==> src/rtl/mem_arbiter_pkg.sv <==
// rtl/mem_arbiter_pkg.sv - shared constants for the I/D memory arbiter
package mem_arbiter_pkg;

    // FSM encodings (2-bit, legacy-compatible constants)
    localparam logic [1:0] ST_IDLE  = 2'd0;
    localparam logic [1:0] ST_ISSUE = 2'd1;
    localparam logic [1:0] ST_WAIT  = 2'd2;
    localparam logic [1:0] ST_RESP  = 2'd3;

    // Owner of the access currently in flight
    localparam logic OWN_I = 1'b0;
    localparam logic OWN_D = 1'b1;

    localparam int AW_DEFAULT      = 16;
    localparam int DW_DEFAULT      = 16;
    localparam int TIMEOUT_DEFAULT = 64;

    // Watchdog counter width; TIMEOUT must be at least 2
    function automatic int wdog_width(input int timeout);
        return (timeout > 2) ? $clog2(timeout) : 1;
    endfunction

endpackage

==> src/rtl/mem_arbiter_if.sv <==
// rtl/mem_arbiter_if.sv - requester and memory-side bundle of the I/D arbiter
interface mem_arbiter_if #(
    parameter int AW = 16,
    parameter int DW = 16
);
    logic          i_req;
    logic [AW-1:0] i_addr;
    logic [DW-1:0] i_rdata;
    logic          i_done;
    logic          i_stall;

    logic          d_req;
    logic          d_wr;
    logic [AW-1:0] d_addr;
    logic [DW-1:0] d_wdata;
    logic [DW-1:0] d_rdata;
    logic          d_done;
    logic          d_stall;

    logic          flush;

    logic          mem_en;
    logic          mem_wr;
    logic [AW-1:0] mem_addr;
    logic [DW-1:0] mem_wdata;
    logic [DW-1:0] mem_rdata;
    logic          mem_done;

    logic          err;

    // Arbiter view
    modport slave (
        input  i_req, i_addr, d_req, d_wr, d_addr, d_wdata, flush,
               mem_rdata, mem_done,
        output i_rdata, i_done, i_stall, d_rdata, d_done, d_stall,
               mem_en, mem_wr, mem_addr, mem_wdata, err
    );

    // Pipeline + memory view
    modport master (
        output i_req, i_addr, d_req, d_wr, d_addr, d_wdata, flush,
               mem_rdata, mem_done,
        input  i_rdata, i_done, i_stall, d_rdata, d_done, d_stall,
               mem_en, mem_wr, mem_addr, mem_wdata, err
    );

endinterface

==> src/rtl/mem_arbiter_timeout_ctr.sv <==
// rtl/mem_arbiter_timeout_ctr.sv - watchdog counter for the WAIT state
module arb_timeout_ctr
    import mem_arbiter_pkg::*;
#(
    parameter int TIMEOUT = TIMEOUT_DEFAULT
) (
    input  logic clk,
    input  logic rst_n,
    input  logic i_clr,
    input  logic i_en,
    output logic o_tc
);
    localparam int            CW     = wdog_width(TIMEOUT);
    localparam logic [CW-1:0] TC_VAL = CW'(TIMEOUT - 1);

    logic [CW-1:0] r_cnt;

    // Holds at terminal count so a stuck enable cannot wrap back to zero
    always_ff @(posedge clk or negedge rst_n) begin
        if (!rst_n) begin
            r_cnt <= '0;
        end else if (i_clr) begin
            r_cnt <= '0;
        end else if (i_en && !o_tc) begin
            r_cnt <= r_cnt + CW'(1);
        end
    end

    assign o_tc = (r_cnt == TC_VAL);

endmodule

==> src/rtl/mem_arbiter.sv <==
// rtl/mem_arbiter.sv - single-port memory arbiter, D-side over I-side priority
module mem_arbiter
    import mem_arbiter_pkg::*;
#(
    parameter int AW      = AW_DEFAULT,
    parameter int DW      = DW_DEFAULT,
    parameter int TIMEOUT = TIMEOUT_DEFAULT
) (
    input  logic        clk,
    input  logic        rst_n,
    mem_arbiter_if.slave bus
);
    logic [1:0]    r_state;
    logic          r_owner;
    logic          r_drop;
    logic          r_err;
    logic          r_mem_en;
    logic          r_mem_wr;
    logic [AW-1:0] r_mem_addr;
    logic [DW-1:0] r_mem_wdata;
    logic [DW-1:0] r_i_rdata;
    logic [DW-1:0] r_d_rdata;
    logic          r_i_done;
    logic          r_d_done;

    logic w_flush_i;
    logic w_drop_now;
    logic w_wdog_clr;
    logic w_wdog_en;
    logic w_wdog_tc;

    // A redirect only matters while a fetch owns the memory
    assign w_flush_i  = bus.flush && (r_owner == OWN_I) && (r_state != ST_IDLE);
    assign w_drop_now = r_drop || w_flush_i;

    assign w_wdog_clr = (r_state == ST_ISSUE);
    assign w_wdog_en  = (r_state == ST_WAIT);

    arb_timeout_ctr #(
        .TIMEOUT (TIMEOUT)
    ) u_wdog (
        .clk   (clk),
        .rst_n (rst_n),
        .i_clr (w_wdog_clr),
        .i_en  (w_wdog_en),
        .o_tc  (w_wdog_tc)
    );

    always_ff @(posedge clk or negedge rst_n) begin
        if (!rst_n) begin
            r_state     <= ST_IDLE;
            r_owner     <= OWN_I;
            r_drop      <= 1'b0;
            r_err       <= 1'b0;
            r_mem_en    <= 1'b0;
            r_mem_wr    <= 1'b0;
            r_mem_addr  <= '0;
            r_mem_wdata <= '0;
            r_i_rdata   <= '0;
            r_d_rdata   <= '0;
            r_i_done    <= 1'b0;
            r_d_done    <= 1'b0;
        end else begin
            r_mem_en <= 1'b0;
            r_i_done <= 1'b0;
            r_d_done <= 1'b0;
            if (w_flush_i) begin
                r_drop <= 1'b1;
            end

            case (r_state)
                ST_IDLE: begin
                    if (bus.d_req) begin
                        r_state     <= ST_ISSUE;
                        r_owner     <= OWN_D;
                        r_drop      <= 1'b0;
                        r_mem_en    <= 1'b1;
                        r_mem_wr    <= bus.d_wr;
                        r_mem_addr  <= bus.d_addr;
                        r_mem_wdata <= bus.d_wdata;
                    end else if (bus.i_req && !bus.flush) begin
                        r_state    <= ST_ISSUE;
                        r_owner    <= OWN_I;
                        r_drop     <= 1'b0;
                        r_mem_en   <= 1'b1;
                        r_mem_wr   <= 1'b0;
                        r_mem_addr <= bus.i_addr;
                    end
                end

                ST_ISSUE: begin
                    r_state <= ST_WAIT;
                end

                // Done is registered here, so a flush in the completing
                // cycle still suppresses the fetch response.
                ST_WAIT: begin
                    if (bus.mem_done) begin
                        r_state <= ST_RESP;
                        if (r_owner == OWN_D) begin
                            r_d_rdata <= bus.mem_rdata;
                            r_d_done  <= 1'b1;
                        end else if (!w_drop_now) begin
                            r_i_rdata <= bus.mem_rdata;
                            r_i_done  <= 1'b1;
                        end
                    end else if (w_wdog_tc) begin
                        r_err   <= 1'b1;
                        r_state <= ST_IDLE;
                    end
                end

                ST_RESP: begin
                    r_state <= ST_IDLE;
                end

                default: begin
                    r_state <= ST_IDLE;
                end
            endcase
        end
    end

    assign bus.mem_en    = r_mem_en;
    assign bus.mem_wr    = r_mem_wr;
    assign bus.mem_addr  = r_mem_addr;
    assign bus.mem_wdata = r_mem_wdata;
    assign bus.i_rdata   = r_i_rdata;
    assign bus.d_rdata   = r_d_rdata;
    assign bus.i_done    = r_i_done;
    assign bus.d_done    = r_d_done;
    assign bus.err       = r_err;

    assign bus.i_stall   = bus.i_req && !r_i_done;
    assign bus.d_stall   = bus.d_req && !r_d_done;

endmodule

==> src/flat_wrapper.sv <==
// flat-port wrapper written by rule: the top's interface ports become plain ports
module mem_arbiter_flat import mem_arbiter_pkg::*;
#(
    parameter int AW      = AW_DEFAULT,
    parameter int DW      = DW_DEFAULT,
    parameter int TIMEOUT = TIMEOUT_DEFAULT
)
  (clk, rst_n, bus_i_req, bus_i_addr, bus_d_req, bus_d_wr, bus_d_addr, bus_d_wdata, bus_flush, bus_mem_rdata, bus_mem_done, bus_i_rdata, bus_i_done, bus_i_stall, bus_d_rdata, bus_d_done, bus_d_stall, bus_mem_en, bus_mem_wr, bus_mem_addr, bus_mem_wdata, bus_err);
  mem_arbiter_if #(.AW(AW), .DW(DW)) bus_i ();
  input  logic clk;
  input  logic rst_n;
  input wire logic [$bits(bus_i.i_req)-1:0] bus_i_req;
  input wire logic [$bits(bus_i.i_addr)-1:0] bus_i_addr;
  input wire logic [$bits(bus_i.d_req)-1:0] bus_d_req;
  input wire logic [$bits(bus_i.d_wr)-1:0] bus_d_wr;
  input wire logic [$bits(bus_i.d_addr)-1:0] bus_d_addr;
  input wire logic [$bits(bus_i.d_wdata)-1:0] bus_d_wdata;
  input wire logic [$bits(bus_i.flush)-1:0] bus_flush;
  input wire logic [$bits(bus_i.mem_rdata)-1:0] bus_mem_rdata;
  input wire logic [$bits(bus_i.mem_done)-1:0] bus_mem_done;
  output wire logic [$bits(bus_i.i_rdata)-1:0] bus_i_rdata;
  output wire logic [$bits(bus_i.i_done)-1:0] bus_i_done;
  output wire logic [$bits(bus_i.i_stall)-1:0] bus_i_stall;
  output wire logic [$bits(bus_i.d_rdata)-1:0] bus_d_rdata;
  output wire logic [$bits(bus_i.d_done)-1:0] bus_d_done;
  output wire logic [$bits(bus_i.d_stall)-1:0] bus_d_stall;
  output wire logic [$bits(bus_i.mem_en)-1:0] bus_mem_en;
  output wire logic [$bits(bus_i.mem_wr)-1:0] bus_mem_wr;
  output wire logic [$bits(bus_i.mem_addr)-1:0] bus_mem_addr;
  output wire logic [$bits(bus_i.mem_wdata)-1:0] bus_mem_wdata;
  output wire logic [$bits(bus_i.err)-1:0] bus_err;
  assign bus_i.i_req = bus_i_req;
  assign bus_i.i_addr = bus_i_addr;
  assign bus_i.d_req = bus_d_req;
  assign bus_i.d_wr = bus_d_wr;
  assign bus_i.d_addr = bus_d_addr;
  assign bus_i.d_wdata = bus_d_wdata;
  assign bus_i.flush = bus_flush;
  assign bus_i.mem_rdata = bus_mem_rdata;
  assign bus_i.mem_done = bus_mem_done;
  assign bus_i_rdata = bus_i.i_rdata;
  assign bus_i_done = bus_i.i_done;
  assign bus_i_stall = bus_i.i_stall;
  assign bus_d_rdata = bus_i.d_rdata;
  assign bus_d_done = bus_i.d_done;
  assign bus_d_stall = bus_i.d_stall;
  assign bus_mem_en = bus_i.mem_en;
  assign bus_mem_wr = bus_i.mem_wr;
  assign bus_mem_addr = bus_i.mem_addr;
  assign bus_mem_wdata = bus_i.mem_wdata;
  assign bus_err = bus_i.err;
  mem_arbiter #(.AW(AW), .DW(DW), .TIMEOUT(TIMEOUT)) u_core (.clk(clk), .rst_n(rst_n), .bus(bus_i));
endmodule
==> config.mk <==
export PLATFORM = sky130hd
export DESIGN_NAME = mem_arbiter_flat
export DESIGN_NICKNAME = d
export VERILOG_FILES = /design/src/rtl/mem_arbiter_pkg.sv /design/src/rtl/mem_arbiter_if.sv /design/src/rtl/mem_arbiter_timeout_ctr.sv /design/src/rtl/mem_arbiter.sv /design/src/flat_wrapper.sv
export SDC_FILE = /design/constraint.sdc
export NUM_CORES = 1
export LEC_CHECK = 0
export ABC_AREA = 1
export CAP_MARGIN = 40
export CELL_PAD_IN_SITES_DETAIL_PLACEMENT = 1
export CELL_PAD_IN_SITES_GLOBAL_PLACEMENT = 2
export CORE_MARGIN = 10
export CORE_UTILIZATION = 23
export DETAILED_ROUTE_END_ITERATION = 7
export PLACE_DENSITY = 0.88
export SYNTH_ARGS = -nofsm -noshare
export SYNTH_HDL_FRONTEND = slang
export SYNTH_SLANG_ARGS = --single-unit
==> constraint.sdc <==
create_clock -name clk -period 1.8 [get_ports clk]
set_clock_uncertainty 0.15 [all_clocks]
set_input_delay 0.36 -clock clk [delete_from_list [all_inputs] [get_ports clk]]
set_output_delay 0.36 -clock clk [all_outputs]
set_load 0.02 [all_outputs]
Yosys cells after proc, flatten, opt, wreduce, memory -nomap -nowiden
Index checks and enable logic that the tools add are counted.
{"block": "word_totals", "ff_bits": 79, "word_cells": 70}
{"block": "classes", "n_addsub": 1, "n_bitwise": 3, "n_reduce_logical": 21, "mux": 26, "n_eq_ne": 6}
{"op": "two-way mux 16 bit", "count": 2}
{"op": "two-way mux 1 bit", "count": 17}
{"op": "two-way mux 6 bit", "count": 2}
{"op": "two-way mux 2 bit", "count": 4}
{"op": "case mux 2 bit (4 select lines)", "count": 1}
{"op": "adder 6 x 1 -> 6 bit, second input constant", "count": 1}
{"op": "== test 6 bit, second input constant", "count": 1}
{"op": "logical AND 1 bit", "count": 6}
{"op": "!= test 3 x 2 -> 1 bit, second input constant", "count": 2}
{"op": "AND reduction 2 bit", "count": 3}
{"op": "AND reduction 3 bit", "count": 2}
{"op": "nonzero test 2 bit", "count": 3}
{"op": "== test 2 bit, second input constant", "count": 2}
{"op": "logical NOT 1 bit", "count": 4}
{"op": "AND reduction 4 bit", "count": 1}
{"op": "NOT 1 bit", "count": 3}
{"op": "== test 2 x 1 -> 1 bit, second input constant", "count": 1}
{"op": "logical NOT 2 bit", "count": 1}
{"op": "logical OR 1 bit", "count": 1}

Logic depth before layout (Yosys ltp)
{"block": "depth", "word_depth": 8, "depth_mapped": 8, "ltp_nobuf": 7}

Cells and area by module
A second synthesis with hierarchy kept.
{"block": "hier_totals", "hier_cells": 419, "area_unflattened_um2": 3503.4}
{"module": "mem_arbiter", "area_per_inst_um2": 3104.2, "instances": 1, "cells_each": 366}
{"module": "arb_timeout_ctr", "area_per_inst_um2": 399.1, "instances": 1, "cells_each": 53}

Worst setup path before layout
OpenSTA, ideal clock, no wires.
{"block": "synth_path", "path_type": "input -> output", "from": "input port bus_d_req", "to": "output port bus_d_stall", "n_path_buf": 2, "cell_stages": 4, "path_slack_ns": 0.310, "t_arrival_ns": 0.980, "required_ns": 1.290, "path_cell_list": "buf_6 -> inv_4 -> buf_2 -> nor2_1"}
{"block": "synth_via", "elab_chain_len": 1}
{"element": "start: declaration", "line_no": "flat_wrapper.sv:14", "text": "input wire logic [$bits(bus_i.d_req)-1:0] bus_d_req;"}
{"element": "logical AND 1 bit", "line_no": "mem_arbiter.sv:135", "text": "assign bus.d_stall = bus.d_req && !r_d_done;"}
{"element": "end: declaration", "line_no": "flat_wrapper.sv:26", "text": "output wire logic [$bits(bus_i.d_stall)-1:0] bus_d_stall;"}
Every way passes these cells.

Worst setup path after layout
{"block": "layout_path", "from": "input port bus_i_req", "to": "output port bus_i_stall"}
{"block": "layout_via", "elab_chain_len": 1}
{"element": "start: declaration", "line_no": "flat_wrapper.sv:12", "text": "input wire logic [$bits(bus_i.i_req)-1:0] bus_i_req;"}
{"element": "logical AND 1 bit", "line_no": "mem_arbiter.sv:134", "text": "assign bus.i_stall = bus.i_req && !r_i_done;"}
{"element": "end: declaration", "line_no": "flat_wrapper.sv:23", "text": "output wire logic [$bits(bus_i.i_stall)-1:0] bus_i_stall;"}
Every way passes these cells.

==> results.sh <==
export IMPL_grt_most_used_layer="met2"
export IMPL_synthCells=411
export IMPL_startpoint_type="primary input"
export IMPL_use_met1_pct=12.7
export IMPL_ys_flop_type="dfrtp_1"
export IMPL_root_buffer="clkbuf_16"
export IMPL_gp_congestion=0.739
export IMPL_peakVddDrop_v=0.000519
export IMPL_cts_tree="yes"
export IMPL_final_period_utilization_pct=97.4
export IMPL_nFillCells=1774
export IMPL_total_power_mw=8.69
export IMPL_mostFrequentLayoutCells="nand2_1, dfrtp_1, clkdlybuf4s50_1, dlygate4sd2_1, nand3_1"
export IMPL_grt_overflow_total=0
export IMPL_core_area_um2=14500
export IMPL_die_area_um2=20100
export IMPL_start_util_pct=23.4
export IMPL_first_pass_iters=6
export IMPL_route_detailed_drc=0
export IMPL_multi_input_area_um2=1270
export IMPL_cp_max_fo=2
export IMPL_antenna_found_initial=0
export IMPL_drive_above_1_share_pct=8.74
export IMPL_design_area_um2=5320
export IMPL_crit_arrival_ns=1.24
export IMPL_min_path_cells=2
export IMPL_hpwlAfterDp_um=9420
export IMPL_setup_tns_ns=0
export IMPL_path_class="primary input to output pin"
export IMPL_routed_via_density=4.24
export IMPL_synth_warning_count=0
export IMPL_clock_sinks=79
export IMPL_place_area_um2=5070
export IMPL_final_setup_viol_count=0
export IMPL_synthArstFlopShare_pct=100
export IMPL_ys_seq_elements=79
export IMPL_use_met2_pct=21.1
export IMPL_hold_path_class="flop to flop"
export IMPL_grt_util_met3_pct=5.21
export IMPL_cp_required_ns=1.29
export IMPL_ys_seq_area_share_pct=58.1
export IMPL_critPathCaptureType="output pin"
export IMPL_ant_nets=0
export IMPL_slew_headroom_pct=68.1
export IMPL_chipWidth_um=142
export IMPL_tightest_slew_ns=0.478
export IMPL_grt_usage_pct=12.1
export IMPL_cts_clk_slew_worst_paths_ns=0.06
export IMPL_power_density_nw_per_um2=1630
export IMPL_drv_slew=0
export IMPL_die_h_um=142
export IMPL_grt_pass1_wl_um=19500
export IMPL_grt_start_max_net_pins=35
export IMPL_area_growth_syn_to_layout_pct=56.3
export IMPL_vias=3204
export IMPL_r2r_cells=6
export IMPL_wl_per_cell_um=15.7
export IMPL_ios=142
export IMPL_wl_um=11900
export IMPL_io_buffers=141
export IMPL_grt_pass1_vias=3703
export IMPL_layout_nets=639
export IMPL_postCtsSetupBuffers=0
export IMPL_ys_types=23
export IMPL_avgSynthCellArea_um2=8.28
export IMPL_period_minus_slack_ns=1.75
export IMPL_p_leak_nw=2.90
export IMPL_seqCellArea_um2=1980
export IMPL_fmax_ghz=0.571
export IMPL_rsz0062_at_grt="false"
export IMPL_syn_cell_area_um2=3400
export IMPL_diodes=0
export IMPL_htreeDepth=3
export IMPL_cts_buffers=9
export IMPL_num_rows=44
export IMPL_hold_violations=0
export IMPL_drv_cap=0
export IMPL_status="finished, final reports clean"
export IMPL_synth_edf_count=0
export IMPL_postSynthNetCount=483
export IMPL_clk_latency_ns=0.34
export IMPL_r2r_setup_slack_ns=0.24
export IMPL_layout_commonest_cell="nand2_1"
export IMPL_first_iter_violations=125
export IMPL_clockBufferDepth=2
[layout make-up]
type / count / area share [%]
Sequential cell: 79 / 37.2
Timing Repair Buffer: 157 / 27.3
Multi-Input combinational cell: 304 / 23.8
Clock buffer: 11 / 4.75
Tap cell: 184 / 4.33
Clock inverter: 5 / 1.48
Inverter: 16 / 1.22
[worst paths after layout]
path | end | startpoint
worst max-delay path | bus_i_stall | bus_i_req
worst min-delay path | u_core.bus.i_rdata[2]$_DFFE_PN0P_ | u_core.bus.i_rdata[2]$_DFFE_PN0P_
worst max register to register | u_core.u_wdog.r_cnt[5]$_DFFE_PN0P_ | u_core.u_wdog.r_cnt[0]$_DFFE_PN0P_
worst min register to register | u_core.bus.i_rdata[2]$_DFFE_PN0P_ | u_core.bus.i_rdata[2]$_DFFE_PN0P_
max in group asynchronous | u_core.bus.i_rdata[14]$_DFFE_PN0P_ | rst_n
min in group asynchronous | u_core.bus.mem_addr[7]$_DFFE_PN0P_ | rst_n
[sequential cells by signal (all words and copies together), names as in the netlist]
signal                count
u_core.bus.mem_wr         1
u_core.r_owner            1
u_core.u_wdog.r_cnt       6
u_core.bus.i_rdata       16
u_core.bus.err            1
u_core.bus.d_done         1
u_core.bus.mem_addr      16
u_core.bus.i_done         1
u_core.bus.mem_wdata     16
u_core.r_drop             1
u_core.bus.d_rdata       16
u_core.r_state            2
u_core.bus.mem_en         1
[cell families (layout without fill, tap and decap cells)]
| kind of cell | Yosys count | after routing | share of synthesized area (%) |
|---|---|---|---|
| AOI/OAI and AO/OA | 6 | 6 | 1.69 |
| buffers and inverters | 28 | 189 | 4.81 |
| adders and majority gates | 1 | 1 | 0.367 |
| DFF | 79 | 79 | 58.1 |
| and+or+nand+nor | 295 | 295 | 34.5 |
| xor gates and xnor gates | 2 | 2 | 0.515 |
[routing by layer]
metal / routed length, um / part of all wire [%] / up-vias
met2: 6020 / 51 / 89
li1: - / - / 1571
met4: 203 / 1.7 / 0
met5: 0 / 0 / -
met3: 975 / 8.2 / 14
met1: 4690 / 39 / 1530
[synth_stat cells (2+ instances only)]
cell | number | area (um2)
inv_1 | 9 | 33.8
nor2_1 | 11 | 41.3
dfrtp_1 | 79 | 1980
buf_6 | 6 | 67.6
nand2_2 | 3 | 18.8
inv_2 | 5 | 18.8
nand3_1 | 27 | 135
buf_2 | 4 | 20.0
a21oi_4 | 2 | 32.5
nand2_1 | 251 | 942
inv_4 | 2 | 12.5
[critical path, stage by stage]
cell,delay [ns]
clkdlybuf4s50_1,0.54
inv_1,0.07
nor2_2,0.11
buf_4,0.16
[stage by stage]
step | hold slack (ns) | setup slack [ns] | util (%) | cells
global placement | 0.149 | -0.472 | 34.9 | 739
finish | 0.318 | 0.0476 | 36.6 | 756
detailed placement | 0.147 | -0.461 | 34.9 | 739
CTS | 0.326 | 0.0348 | 36.6 | 756
floorplan | -0.0856 | 0.310 | - | 411
global route | 0.345 | 0.0148 | 36.6 | 756
[power by group]
part / switching (mW) / internal (mW)
Sequential: 0.451 / 2.54
Clock: 0.725 / 1.29
Combinational: 2.35 / 1.33
[what timing repair did]
item	CTS	global route
hold buffers	1	0
gates resized for setup	79	0
endpoints found under the setup margin	71	0
endpoints found under the hold margin	21	0
Note: power is estimated with default switching activity, not from simulation.
